===== src/rtl/exec_sequencer.sv =====
// Multi-cycle fetch/decode/execute/memory/write-back sequencer for the RV32I core; owns the PC.
// Optional performance counters (cycle_cnt, instret_cnt) are built when SEQ_PERF_CNT_EN is defined.
module exec_sequencer #(
    parameter logic [31:0] RESET_PC = 32'h0000_0000
) (
    input  logic        clk,
    input  logic        rst_n,
    output logic        imem_req,
    output logic [31:0] imem_addr,
    input  logic        imem_ack,
    input  logic [31:0] imem_rdata,
    output logic [31:0] instr,
    input  logic        dec_is_load,
    input  logic        dec_is_store,
    input  logic        dec_reg_we,
    input  logic        dec_illegal,
    input  logic        dec_halt,
    output logic [31:0] pc,
    input  logic [31:0] pc_next,
    output logic        dmem_req,
    output logic        dmem_we,
    input  logic        dmem_ack,
    output logic        rf_we,
    output logic        wb_sel,
    output logic        halted,
    output logic        trap
`ifdef SEQ_PERF_CNT_EN
   ,output logic [31:0] cycle_cnt,
    output logic [31:0] instret_cnt
`endif
);

    // state  | meaning
    // FETCH  | imem request held on pc until imem_ack, then latch instr
    // DECODE | decoder settles on instr; illegal/halt checks
    // EXEC   | execute stage registers ALU result and pc_next
    // MEM    | data access held until dmem_ack
    // WB     | register write strobe, pc <= pc_next
    // HALTED | ECALL/EBREAK seen, terminal until reset
    // TRAP   | illegal instruction seen, terminal until reset
    typedef enum logic [2:0] {
        FETCH, DECODE, EXEC, MEM, WB, HALTED, TRAP
    } state_t;

    localparam logic [31:0] NOP = 32'h0000_0013;

    state_t      state_q, state_d;
    logic [31:0] pc_q, pc_d;
    logic [31:0] instr_q, instr_d;
    logic        imem_req_q, imem_req_d;
    logic        dmem_req_q, dmem_req_d;
    logic        dmem_we_q, dmem_we_d;
    logic        rf_we_q, rf_we_d;
    logic        wb_sel_q, wb_sel_d;
    logic        halted_q, halted_d;
    logic        trap_q, trap_d;

    always_comb begin
        state_d = state_q;
        pc_d    = pc_q;
        instr_d = instr_q;
        case (state_q)
            FETCH: begin
                if (imem_ack) begin
                    instr_d = imem_rdata;
                    state_d = DECODE;
                end
            end
            DECODE: begin
                if (dec_illegal)   state_d = TRAP;
                else if (dec_halt) state_d = HALTED;
                else               state_d = EXEC;
            end
            EXEC: begin
                if (dec_is_load || dec_is_store) state_d = MEM;
                else                             state_d = WB;
            end
            MEM: begin
                if (dmem_ack) state_d = WB;
            end
            WB: begin
                pc_d    = pc_next;
                state_d = FETCH;
            end
            HALTED:  state_d = HALTED;
            TRAP:    state_d = TRAP;
            default: state_d = FETCH;
        endcase

        // Outputs are registered from the next state so they never follow the acks combinationally
        imem_req_d = (state_d == FETCH);
        dmem_req_d = (state_d == MEM);
        dmem_we_d  = (state_d == MEM) && dec_is_store;
        rf_we_d    = (state_d == WB) && dec_reg_we && !dec_is_store;
        wb_sel_d   = (state_d == WB) && dec_is_load;
        halted_d   = (state_d == HALTED);
        trap_d     = (state_d == TRAP);
    end

    always_ff @(posedge clk) begin
        if (!rst_n) begin
            state_q    <= FETCH;
            pc_q       <= RESET_PC;
            instr_q    <= NOP;
            imem_req_q <= 1'b1;
            dmem_req_q <= 1'b0;
            dmem_we_q  <= 1'b0;
            rf_we_q    <= 1'b0;
            wb_sel_q   <= 1'b0;
            halted_q   <= 1'b0;
            trap_q     <= 1'b0;
        end else begin
            state_q    <= state_d;
            pc_q       <= pc_d;
            instr_q    <= instr_d;
            imem_req_q <= imem_req_d;
            dmem_req_q <= dmem_req_d;
            dmem_we_q  <= dmem_we_d;
            rf_we_q    <= rf_we_d;
            wb_sel_q   <= wb_sel_d;
            halted_q   <= halted_d;
            trap_q     <= trap_d;
        end
    end

    assign imem_req  = imem_req_q;
    assign imem_addr = pc_q;
    assign instr     = instr_q;
    assign pc        = pc_q;
    assign dmem_req  = dmem_req_q;
    assign dmem_we   = dmem_we_q;
    assign rf_we     = rf_we_q;
    assign wb_sel    = wb_sel_q;
    assign halted    = halted_q;
    assign trap      = trap_q;

`ifdef SEQ_PERF_CNT_EN
    logic [31:0] cycle_cnt_q, cycle_cnt_d;
    logic [31:0] instret_cnt_q, instret_cnt_d;

    always_comb begin
        cycle_cnt_d   = cycle_cnt_q;
        instret_cnt_d = instret_cnt_q;
        if (state_q != HALTED && state_q != TRAP) cycle_cnt_d = cycle_cnt_q + 32'd1;
        if (state_q == WB) instret_cnt_d = instret_cnt_q + 32'd1;
    end

    always_ff @(posedge clk) begin
        if (!rst_n) begin
            cycle_cnt_q   <= 32'd0;
            instret_cnt_q <= 32'd0;
        end else begin
            cycle_cnt_q   <= cycle_cnt_d;
            instret_cnt_q <= instret_cnt_d;
        end
    end

    assign cycle_cnt   = cycle_cnt_q;
    assign instret_cnt = instret_cnt_q;
`endif

endmodule


===== config.mk =====
export PLATFORM = sky130hd
export DESIGN_NAME = exec_sequencer
export DESIGN_NICKNAME = d
export VERILOG_FILES = /design/src/rtl/exec_sequencer.sv
export SDC_FILE = /design/constraint.sdc
export NUM_CORES = 1
export LEC_CHECK = 0
export CAP_MARGIN = 20
export CORE_MARGIN = 1.5
export CORE_UTILIZATION = 37
export CTS_BUF_LIST = sky130_fd_sc_hd__clkbuf_16
export DETAILED_ROUTE_END_ITERATION = 8
export PLACE_DENSITY = 0.87
export SLEW_MARGIN = 20
export SYNTH_ARGS = -nofsm -noshare
export SYNTH_HDL_FRONTEND = slang
export SYNTH_SLANG_ARGS = --single-unit

===== constraint.sdc =====
create_clock -name clk -period 1.6 [get_ports clk]
set_clock_uncertainty 0.15 [all_clocks]
set_input_delay 0.4 -clock clk [delete_from_list [all_inputs] [get_ports clk]]
set_output_delay 0.4 -clock clk [all_outputs]
set_load 0.05 [all_outputs]

### Yosys cells after proc, flatten, opt, wreduce, memory -nomap -nowiden

Index checks and enable logic that the tools add are counted.

* register bits: 74
* bits in latches: 0
* bits in writable memories: 0
* bits in read-only memories: 0
* input bits: 73
* output and inout bits: 103
* word-level logic and storage cells: 35
* memories kept: 0

* add/sub/neg operators: 0
* $mul: 0
* div/mod/pow operators: 0
* order comparisons: 0
* eq/ne operators: 10
* shift operators: 0
* multiplexer cells: 6
* bitwise operators: 0
* reduce and logical (&&, ||, !) cells: 9

Operator list (number)
* $eq 3x3->1 const B: 6
* $pmux 3 s6: 1
* $mux 3: 5
* $eq 3x2->1 const B: 3
* $logic_not 3->1: 2
* $logic_and 1x1->1: 4
* $eq 3x1->1 const B: 1
* $reduce_and 2->1: 1
* $logic_not 1->1: 1
* $logic_or 1x1->1: 1

### Logic depth before layout (Yosys ltp)

Gate-level depths: netlist of run 1.

* word-level depth: 6
* gate-level depth with buffers: 7

### Worst setup path after synthesis of run 1

Ideal clock, no wire load.

* kind: flip-flop to flip-flop
* start: reg state_q[1]
* end: reg instr_q[10], in the netlist instr[10]
* arrival: 1196 ps
* required time: 1318 ps
* path slack: 122 ps
* stages on the path, launching flop included: 7
* buffers on the path: 2
* period minus slack after synthesis: 1478 ps
* path through: dfxtp_1 -> nand2b_4 -> or3_1 -> buf_2 -> buf_6 -> nand2_1 -> a21oi_1

* longest elaborated chain between the ends: 2

Ends and longest elaborated chain
* start, declared: RTL line 47 `state_t state_q, state_d;`
* start signal, assigned: RTL line 113 `state_q <= state_d;`
* $logic_not 3->1: RTL line 62 `case (state_q)`
* $reduce_and 2->1 (no source line)
* end signal, assigned: RTL line 115 `instr_q <= instr_d;`
* end, declared: RTL line 49 `logic [31:0] instr_q, instr_d;`

Every way passes these cells.
A chain may end at the register's enable or synchronous reset.

### Final worst setup path of run 1

* start: in dmem_ack
* end: reg dmem_we_q, in the netlist dmem_we

* longest elaborated chain between the ends: 4

Ends and longest elaborated chain
* start, declared: RTL line 22 `input logic dmem_ack,`
* $mux 3: RTL line 79 `if (dmem_ack) state_d = WB;`
* $pmux 3 s6: RTL line 62
* $eq 3x2->1: RTL line 93 `dmem_we_d = (state_d == MEM) && dec_is_store;`
* $logic_and 1x1->1: RTL line 93
* end signal, assigned: RTL line 118 `dmem_we_q <= dmem_we_d;`
* end, declared: RTL line 52 `logic dmem_we_q, dmem_we_d;`

Every way passes these cells.

==> key figures, run 1 <==
Timing
  – Final min period: 1.60 ns
  – Fin. Hold Viols: 0
  – Final Max Tran Viols: 0
  – Worst-margin pin slew: 0.400 ns
  – Unrepaired setup endpoints after global routing: true
  – Tcrit/Tclk final: 99.8%
  – WHS: 0.339 ns
  – Max frequency: 626 MHz
  – Setup TNS: 0 ns
  – Slew HR: 73.2%
  – Final setup viols: 0

Power and ir drop
  – Pwr/cell area: 1050 nW/um^2
  – Peak VDD IR: 0.672 mV
  – Leakage Power: 2.41 nW

Global route
  – First-pass GRT wire length: 15800 um
  – Gr ovfl total: 0
  – Pin count of the biggest net entering global routing: 34
  – Total GRT Usage: 24.2%
  – Initial antenna violation count: 0
  – Vias in the first global route: 3150

Route
  – Via density: 4.87
  – Routed len/inst: 16.2 um
  – Routed WL: 10200 um
  – DRT iter0 DRCs: 70
  – # DRC: 0
  – Via count: 3046
  – First-pass DRT Iterations: 5
  – Antenna Nets Post-Route: 0

Setup path
  – Critical path class: primary input to register
  – Worst Setup SP: dmem_ack
  – CP endpoint: dmem_we$_SDFF_PN0_
  – Reg-to-reg setup timing slack: 0.01 ns
  – WP data arrival: 1.67 ns
  – Worst R2R End: dmem_we$_SDFF_PN0_
  – Startpoint Class: primary input
  – R2R depth: 5
  – Critical Path End Type: register
  – Worst Path Max Fanout: 4
  – CP required: 1.68 ns
  – R2R Path Start: state_q[2]$_SDFF_PN0_

Synthesis
  – Cells after synthesis: 365
  – Syn Nets: 438
  – Yosys reg bits: 74
  – Synthesized area per cell: 8.09 um^2
  – Netlist cell types: 31
  – Synth Cell Area: 2950 um^2
  – YS warnings: 0
  – Register area share after synthesis: 50.1%

Worst hold path
  – Hold Crit Class: register to register

Final layout
  – Post-route cell area: 6140 um^2
  – Share of post-route cells with drive strength above 1: 31.5%
  – Number of diodes: 0
  – Fin cells: 626
  – Post-layout util: 79.5%
  – Area grow syn2layout: 108%
  – Layout Nets: 593
  – Filler Cell Count: 414

Placement
  – Placed Instances: 606
  – # port buffers: 175
  – Gpl congestion: 0.876
  – Placement-stage cell area: 5680 um^2
  – Final HPWL DP: 7540 um

CTS
  – CTS Sinks: 74
  – Root buf cell: clkbuf_16
  – CTS max path bufs: 2
  – Skew-Pair Late Insertion Delay: 0.33 ns
  – CTS tree: done
  – Num CTS Buffers: 9
  – Clock slew at reported path FFs: 0.06 ns
  – CTS HTree Levels: 3

Floorplan
  – Die area: 8530 um^2
  – Row cnt: 32
  – Initial Util: 38.2%
  – I/O pin cnt: 176
  – Die height: 92.4 um
  – Die Span X: 92.4 um
  – Core area: 7730 um^2

Job
  – Max-cap violation count: 0

Outcome
  – Status: finished clean
## critical path: stages
cell,delay (ns)
clkdlybuf4s50_1,0.44
nand2b_1,0.20
nor2_2,0.21
nor4_4,0.09
nor4bb_4,0.33
## per-stage QoR
stage | total power, mW | worst slack (ns)
after global placement | 4.36 | -0.350
after global routing | 6.69 | -0.0303
after floorplan | 3.29 | 0.122
after detailed placement | 4.43 | -0.476
final | 6.45 | 0.00368
after CTS | 6.46 | 0.00978
## Yosys cell counts, drive strengths merged
| library cell | instances | area [um^2] |
|---|---|---|
| nand3 | 4 | 20.0 |
| o211a | 1 | 10.0 |
| and2 | 3 | 20.0 |
| nor3 | 7 | 51.3 |
| nor2b | 1 | 6.26 |
| nor4 | 3 | 31.3 |
| a21oi | 64 | 320 |
| dfxtp | 74 | 1480 |
| o21ai | 1 | 5.00 |
| inv | 5 | 18.8 |
| nor4b | 1 | 8.76 |
| buf | 48 | 352 |
| nand2 | 130 | 488 |
| or3 | 1 | 6.26 |
| nor4bb | 1 | 16.3 |
| clkbuf | 6 | 22.5 |
| o31a | 1 | 10.0 |
| nor2 | 6 | 22.5 |
| a21o | 1 | 7.51 |
| nand2b | 4 | 32.5 |
| o21bai | 2 | 15.0 |
| a211o | 1 | 8.76 |
## timing repair
item	CTS	global route
hold buffers	0	0
resized for setup	24	9
setup buffers	4	1
endpoints found under the setup margin	35	17
pin swaps	5	6
gates cloned	1	0
## worst min path at each step
stage / start / endpoint / depth (start not counted)
finish: instr[25]$_SDFFE_PN0P_ / instr[25]$_SDFFE_PN0P_ / 2
global route: instr[25]$_SDFFE_PN0P_ / instr[25]$_SDFFE_PN0P_ / 2
CTS: dec_is_store / rf_we$_SDFF_PN0_ / 2
detailed placement: instr[14]$_SDFFE_PN0P_ / instr[14]$_SDFFE_PN0P_ / 2
global placement: instr[5]$_SDFFE_PN0P_ / instr[5]$_SDFFE_PN0P_ / 2
floorplan: rst_n / instr[0]$_SDFFE_PN1P_ / 1
## routing by layer
| layer | vias up | routed length, um | GRT usage (%) | part of all wire (%) |
|---|---|---|---|---|
| met2 | 157 | 5400 | 44.9 | 53 |
| li1 | 1460 | - | - | - |
| met5 | - | 0 | 0 | 0 |
| met4 | 0 | 355 | 12.9 | 3.5 |
| met3 | 29 | 904 | 8.29 | 8.9 |
| met1 | 1400 | 3510 | 23.2 | 34 |
## cells in the final DEF (no fill, tap or decap), types with 4 or more instances in the layout
cell type          n
clkbuf_16          9
dlygate4sd2_1      4
a21oi_1           63
clkdlybuf4s50_1   67
nand2_1          130
dfxtp_1           71
buf_4             15
buf_12           108
inv_1              4
nor2_1             4
## cell families after synthesis
group	share of synthesized area, %
and+or+nand+nor	23.8
DFF	50.1
AOI/OAI and AO/OA	12.7
buffers and inverters	13.3
## registers in the layout, indices dropped and copies added, names as in the netlist
signal / flops
dmem_we: 1
state_q: 3
dmem_req: 1
wb_sel: 1
trap: 1
instr: 32
imem_req: 1
imem_addr: 32
rf_we: 1
halted: 1
## report_power, final
group          switching [mW]  internal, mW
sequential              0.202          2.00
clock                   0.736          1.19
combinational            1.19          1.13
total                    2.13          4.32
## final cells by class
| type | instances | area, um^2 | area share, % |
|---|---|---|---|
| repair buffers | 198 | 3040 | 49.5 |
| flip-flops and latches | 74 | 1490 | 24.3 |
| multi-input cells | 232 | 1180 | 19.2 |
| clock buffers | 9 | 225 | 3.67 |
| well taps | 102 | 128 | 2.08 |
| clock inverters | 6 | 58.8 | 0.957 |
| inverters | 5 | 18.8 | 0.305 |
Power figures use the tool's default switching activity.
==> run 2: changes to the inputs <==
- ABC_AREA: not set -> 1
- ABC_CLOCK_PERIOD_IN_PS: not set -> 1600
- PLACE_DENSITY: 0.87 -> 0.88
==> run 2 against run 1 <==
Against the previous run: combinational power grew 51%; synthesized cell count rose by 1.9%; setup slack improved by 0.055 ns; final area is 3.6% lower; die area fell by 0.45%; final cell count rose by 0.64%; clock-buffer cell count unchanged; worst hold slack improved by 0.034 ns; maximum frequency up 3.6%; utilization fell by 2.9 points; global-route usage decreased by 1.6 points; synthesized area decreased by 0.47%.
==> key figures, run 2 <==
Power and ir drop
  – Pwr/cell area: 1330 nW/um^2
  – Switching share of power: 36.8%
  – Sequential Power Share: 31.3%
  – Clock share of power: 24.1%
  – Cell-internal power: 4.97 mW
  – Leakage Power: 2.43 nW
  – Peak VDD IR: 0.765 mV
  – Switch Pwr: 2.89 mW
  – Logic pwr share: 44.6%

Setup path
  – CP required: 1.64 ns
  – Worst Path Max Fanout: 20
  – Worst path slowest cell: clkdlybuf4s50_1
  – CP cell instances: clkdlybuf4s50_1, nand3_4, buf_12, o21ai_0, nor2_1
  – WP data arrival: 1.58 ns
  – Critical path class: primary input to register
  – Crit path largest cell delay: 0.50 ns
  – Startpoint Class: primary input
  – Critical Path End Type: register

CTS
  – CTS HTree Levels: 3
  – Root buf cell: clkbuf_16
  – CTS max path bufs: 2
  – CTS Sinks: 74
  – Num CTS Buffers: 9
  – CTS tree: done
  – Skew-Pair Late Insertion Delay: 0.31 ns
  – Clock slew at reported path FFs: 0.05 ns

Job
  – Max-cap violation count: 0

Synthesis
  – YS warnings: 0
  – Top-area cell type share of the netlist area: 50.4%
  – Netlist cell types: 20
  – Synth Area in Compound Gates: 10.6%
  – Cells after synthesis: 372
  – Synth top cells by count: 126 x nor2_1, 74 x dfxtp_1, 62 x o21ai_0
  – EDFF count, synth: 0
  – Count leader, synth: nor2_1
  – Post-synthesis simple-gate area fraction: 24.5%
  – Synthesized area per cell: 7.90 um^2
  – Ys async rst share: 0%
  – Syn Nets: 445
  – Largest family of logic cells by synthesized area: simple AND/OR/NAND/NOR gates
  – Post-Synth XOR/XNOR Area: 0%
  – Synth Cell Area: 2940 um^2
  – Register area share after synthesis: 50.4%
  – Post-synthesis mux area share: 0%
  – Cell taking the most area after synthesis: dfxtp_1
  – Most used DFF post-synth: dfxtp_1
  – Synth Area in Adders: 0%
  – Yosys reg bits: 74
  – Top cells by area, synth: dfxtp_1 50%, nor2_1 16%, o21ai_0 11%, buf_4 9.2%, nand2_1 2.7%

Route
  – First-pass DRT Iterations: 4
  – # DRC: 0
  – Via count: 2955
  – Antenna Nets Post-Route: 0
  – Via density: 4.69
  – DRT iter0 DRCs: 95
  – Routed WL: 9310 um
  – Routed len/inst: 14.8 um

Timing
  – Slew HR: 75.2%
  – Max frequency: 649 MHz
  – Final min period: 1.54 ns
  – Worst-margin pin slew: 0.372 ns
  – Tcrit/Tclk final: 96.3%
  – PnR worst setup slack: 0.0585 ns
  – Fin. Hold Viols: 0
  – Final setup viols: 0
  – Final Max Tran Viols: 0
  – Setup TNS: 0 ns

Final layout
  – Post-route cell area: 5920 um^2
  – Share of post-route cells with drive strength above 1: 28.6%
  – Number of diodes: 0
  – Most common cell after layout, fill and taps aside: nor2_1
  – Filler Cell Count: 478
  – Post-layout util: 76.6%
  – Fin cells: 630
  – Layout Nets: 596
  – Area grow syn2layout: 101%
  – Commonest cells after routing, fill and taps aside: 126 x nor2_1, 107 x buf_12, 74 x dfxtp_1

Global route
  – First-pass GRT wire length: 15000 um
  – Initial antenna violation count: 0
  – Vias in the first global route: 3030
  – Pin count of the biggest net entering global routing: 41
  – Gr ovfl total: 0
  – Total GRT Usage: 22.5%

Worst hold path
  – Hold Crit Class: register to register

Floorplan
  – Die height: 92.1 um
  – I/O pin cnt: 176
  – Die Span X: 92.1 um
  – Row cnt: 32
  – Initial Util: 38.1%
  – Core area: 7730 um^2
  – Die area: 8490 um^2

Placement
  – Placed Instances: 608
  – Final HPWL DP: 7440 um
  – # port buffers: 175
  – Gpl congestion: 0.783
  – Placement-stage cell area: 5590 um^2
  – Pre-CTS setup slack: -0.309 ns

Outcome
  – Status: finished clean
[run 2: timing repair]
| item | CTS | global route |
|---|---|---|
| resized for setup | 0 | 0 |
| buffers inserted | 0 | 6 |
| setup endpoints to repair | 0 | 5 |
| hold buffers | 0 | 0 |
[run 2: worst paths after layout]
kind / startpoint / endpoint / slack [ns] / depth (start not counted)
worst max-delay path: imem_ack / instr[23]$_SDFFE_PN0P_ / 0.06 / 5
worst min-delay path: instr[24]$_SDFFE_PN0P_ / instr[24]$_SDFFE_PN0P_ / 0.37 / 2
worst max register to register: state_q[2]$_SDFF_PN0_ / instr[23]$_SDFFE_PN0P_ / 0.11 / 5
worst min register to register: instr[24]$_SDFFE_PN0P_ / instr[24]$_SDFFE_PN0P_ / 0.37 / 2
[run 2: metal layers]
layer / global-route usage, % / wire, um / up-vias
met5: 0 / 0 / -
li1: - / - / 1440
met1: 23.8 / 3390 / 1372
met2: 41.6 / 5130 / 121
met4: 10.6 / 286 / 0
met3: 5.47 / 507 / 22
[run 2: cells by family (layout without fill, tap and decap cells)]
logic type	Yosys count	count (layout)
simple gates	173	173
buf+inv	63	219
compound gates	62	62
flops	74	74
[run 2: area by class of cell]
cell class,count,area [um^2],share of cell area (%)
clock inverter,7,60.1,1.01
clock buffer,9,225,3.80
inverter,12,47.5,0.803
tap,102,128,2.16
timing repair buffer,191,2950,49.8
multi-input combinational,235,1030,17.4
sequential,74,1480,25.0
[run 2: power by group through the flow]
stage	clock, mW	combinational, mW	sequential, mW
after floorplan	0	1.09	3.12
after global placement	0	3.39	2.48
after detailed placement	0	3.48	2.50
after CTS	1.93	3.48	2.47
after global routing	2.02	3.67	2.50
final	1.90	3.50	2.46
[run 2: worst max-delay path: cells and delay by family]
kind,cells,cell delay (ns)
simple gates,2,0.26
buf+inv,2,0.72
compound gates,1,0.19
[run 2: metrics by stage]
step	hold WS, ns	total power, mW
3_5_place_dp	0.368	5.98
3_3_place_gp	0.357	5.87
6_report	0.373	7.86
2_1_floorplan	0.363	4.21
4_1_cts	0.370	7.87
5_1_grt	0.389	8.18
==> run 3: changes to the inputs <==
- ABC_AREA: 1 -> not set
- PLACE_DENSITY: 0.88 -> 0.87
- SKIP_CTS_REPAIR_TIMING: not set -> 1
==> run 3 against run 2 <==
Against the previous run: highest routed layer unchanged; critical endpoint is now dmem_we$_SDFF_PN0_; worst hold slack worse by 0.14 ns; final cell count down 1.3%; clock power about the same; sequential share of layout area down 0.48 points; critical path type is now register to register; setup slack worse by 0.058 ns.
==> key figures, run 3 (synthesis results as in run 1) <==
Timing
  – Final min period: 1.60 ns
  – Unrepaired setup endpoints after global routing: true
  – Setup TNS: 0 ns
  – Final setup viols: 0
  – Tcrit/Tclk final: 100%
  – Worst-margin pin slew: 0.276 ns
  – Final Max Tran Viols: 0
  – Fin. Hold Viols: 0
  – PnR worst setup slack: 0.000218 ns
  – Slew HR: 81.6%
  – Max frequency: 625 MHz

CTS
  – CTS tree: done
  – Skew-Pair Late Insertion Delay: 0.33 ns
  – CTS max path bufs: 2
  – Num CTS Buffers: 9
  – Clock slew at reported path FFs: 0.06 ns
  – Root buf cell: clkbuf_16
  – CTS HTree Levels: 3
  – CTS Sinks: 74

Global route
  – M2 GR Usage: 43.5%
  – Vias in the first global route: 3029
  – Global Route met1 Usage: 22.4%
  – GR peak layer: met2
  – Initial antenna violation count: 0
  – Total GRT Usage: 22.8%
  – Gr ovfl total: 0
  – First-pass GRT wire length: 15000 um
  – Grt met3 use: 7.14%
  – Pin count of the biggest net entering global routing: 34

Floorplan
  – Core area: 7730 um^2
  – I/O pin cnt: 176
  – Die area: 8530 um^2
  – Die height: 92.4 um
  – Row cnt: 32
  – Initial Util: 38.2%
  – Die Span X: 92.4 um

Placement
  – Pre-CTS setup slack: -0.476 ns
  – # port buffers: 175
  – Final HPWL DP: 7540 um
  – Placement-stage cell area: 5680 um^2
  – Gpl congestion: 0.876

Setup path
  – Worst Path Max Fanout: 7
  – CP required: 1.68 ns
  – WP data arrival: 1.68 ns
  – Critical path class: register to register
  – Startpoint Class: register
  – Critical Path End Type: register

Route
  – Antenna Nets Post-Route: 0
  – Via count: 2999
  – Routed len/inst: 15.7 um
  – First-pass DRT Iterations: 5
  – Via density: 4.82
  – Routed WL: 9780 um
  – # DRC: 0
  – DRT iter0 DRCs: 72

Final layout
  – Number of diodes: 0
  – Layout Nets: 589
  – Commonest cells after routing, fill and taps aside: 130 x nand2_1, 107 x buf_12, 71 x dfxtp_1
  – Most common cell after layout, fill and taps aside: nand2_1
  – Share of post-route cells with drive strength above 1: 30.6%
  – Area grow syn2layout: 106%
  – Post-route cell area: 6070 um^2

Power and ir drop
  – Leakage Power: 2.40 nW
  – Peak VDD IR: 0.709 mV
  – Pwr/cell area: 1050 nW/um^2

Job
  – Max-cap violation count: 0

Worst hold path
  – Hold Crit Class: primary input to register

Outcome
  – Status: finished clean
[run 3: changes by cell type in the layout (fill, tap and decap cells not counted), sizes merged, moves of 3 or more]
cell	previous run	this run
nor3	1	7
a21oi	0	64
nand3	12	4
o21ai	62	1
nor4	0	3
nand2	22	130
clkdlybuf4s50	71	67
dlymetal6s2s	0	5
nand2b	0	4
inv	12	5
nor2	137	6
[run 3: area by class of cell]
cell class	count	area [um^2]
clock inverter	6	58.8
fill	432	1660
inverter	5	18.8
tap	102	128
multi-input combinational	232	1160
sequential	74	1490
timing repair buffer	194	2990
clock buffer	9	225
[run 3: where the power goes]
group / internal (mW) / total, mW / leakage, nW / switching [mW]
combinational: 1.08 / 2.23 / 1.66 / 1.14
sequential: 2.00 / 2.22 / 0.605 / 0.216
clock: 1.19 / 1.93 / 0.135 / 0.743
total: 4.27 / 6.38 / 2.40 / 2.10
[run 3: worst paths after layout]
kind                                               end  slack [ns]                   start  cells after the start
worst max-delay path                dmem_we$_SDFF_PN0_      0.0002   state_q[0]$_SDFF_PN0_                      5
worst min-delay path                 wb_sel$_SDFF_PN0_        0.23             dec_is_load                      3
worst max register to register      dmem_we$_SDFF_PN0_      0.0002   state_q[0]$_SDFF_PN0_                      5
worst min register to register  instr[25]$_SDFFE_PN0P_        0.34  instr[25]$_SDFFE_PN0P_                      2
[run 3: critical path, stage by stage, from the launching register on]
cell and delay (ns):
dfxtp_2 0.40, buf_4 0.20, and2_4 0.18, a21oi_2 0.08, and2_4 0.17, nor4bb_4 0.31
[run 3: routing by layer]
layer  vias to the layer above  wire length [um]
met5                         -                 0
met2                       128              5390
met4                         0               156
li1                       1447                 -
met1                      1411              3450
met3                        13               782
[run 3: through the flow]
| stage | hold WS, ns | cells | utilization (%) | power (mW) |
|---|---|---|---|---|
| final | 0.229 | 622 | 78.6 | 6.38 |
| after global routing | 0.249 | 622 | 78.6 | 6.62 |
| after CTS | 0.343 | 621 | 77.1 | 6.36 |
| after detailed placement | 0.335 | 606 | 73.4 | 4.43 |
| after global placement | 0.329 | 606 | 73.4 | 4.36 |
| after floorplan | 0.322 | 365 | - | 3.29 |
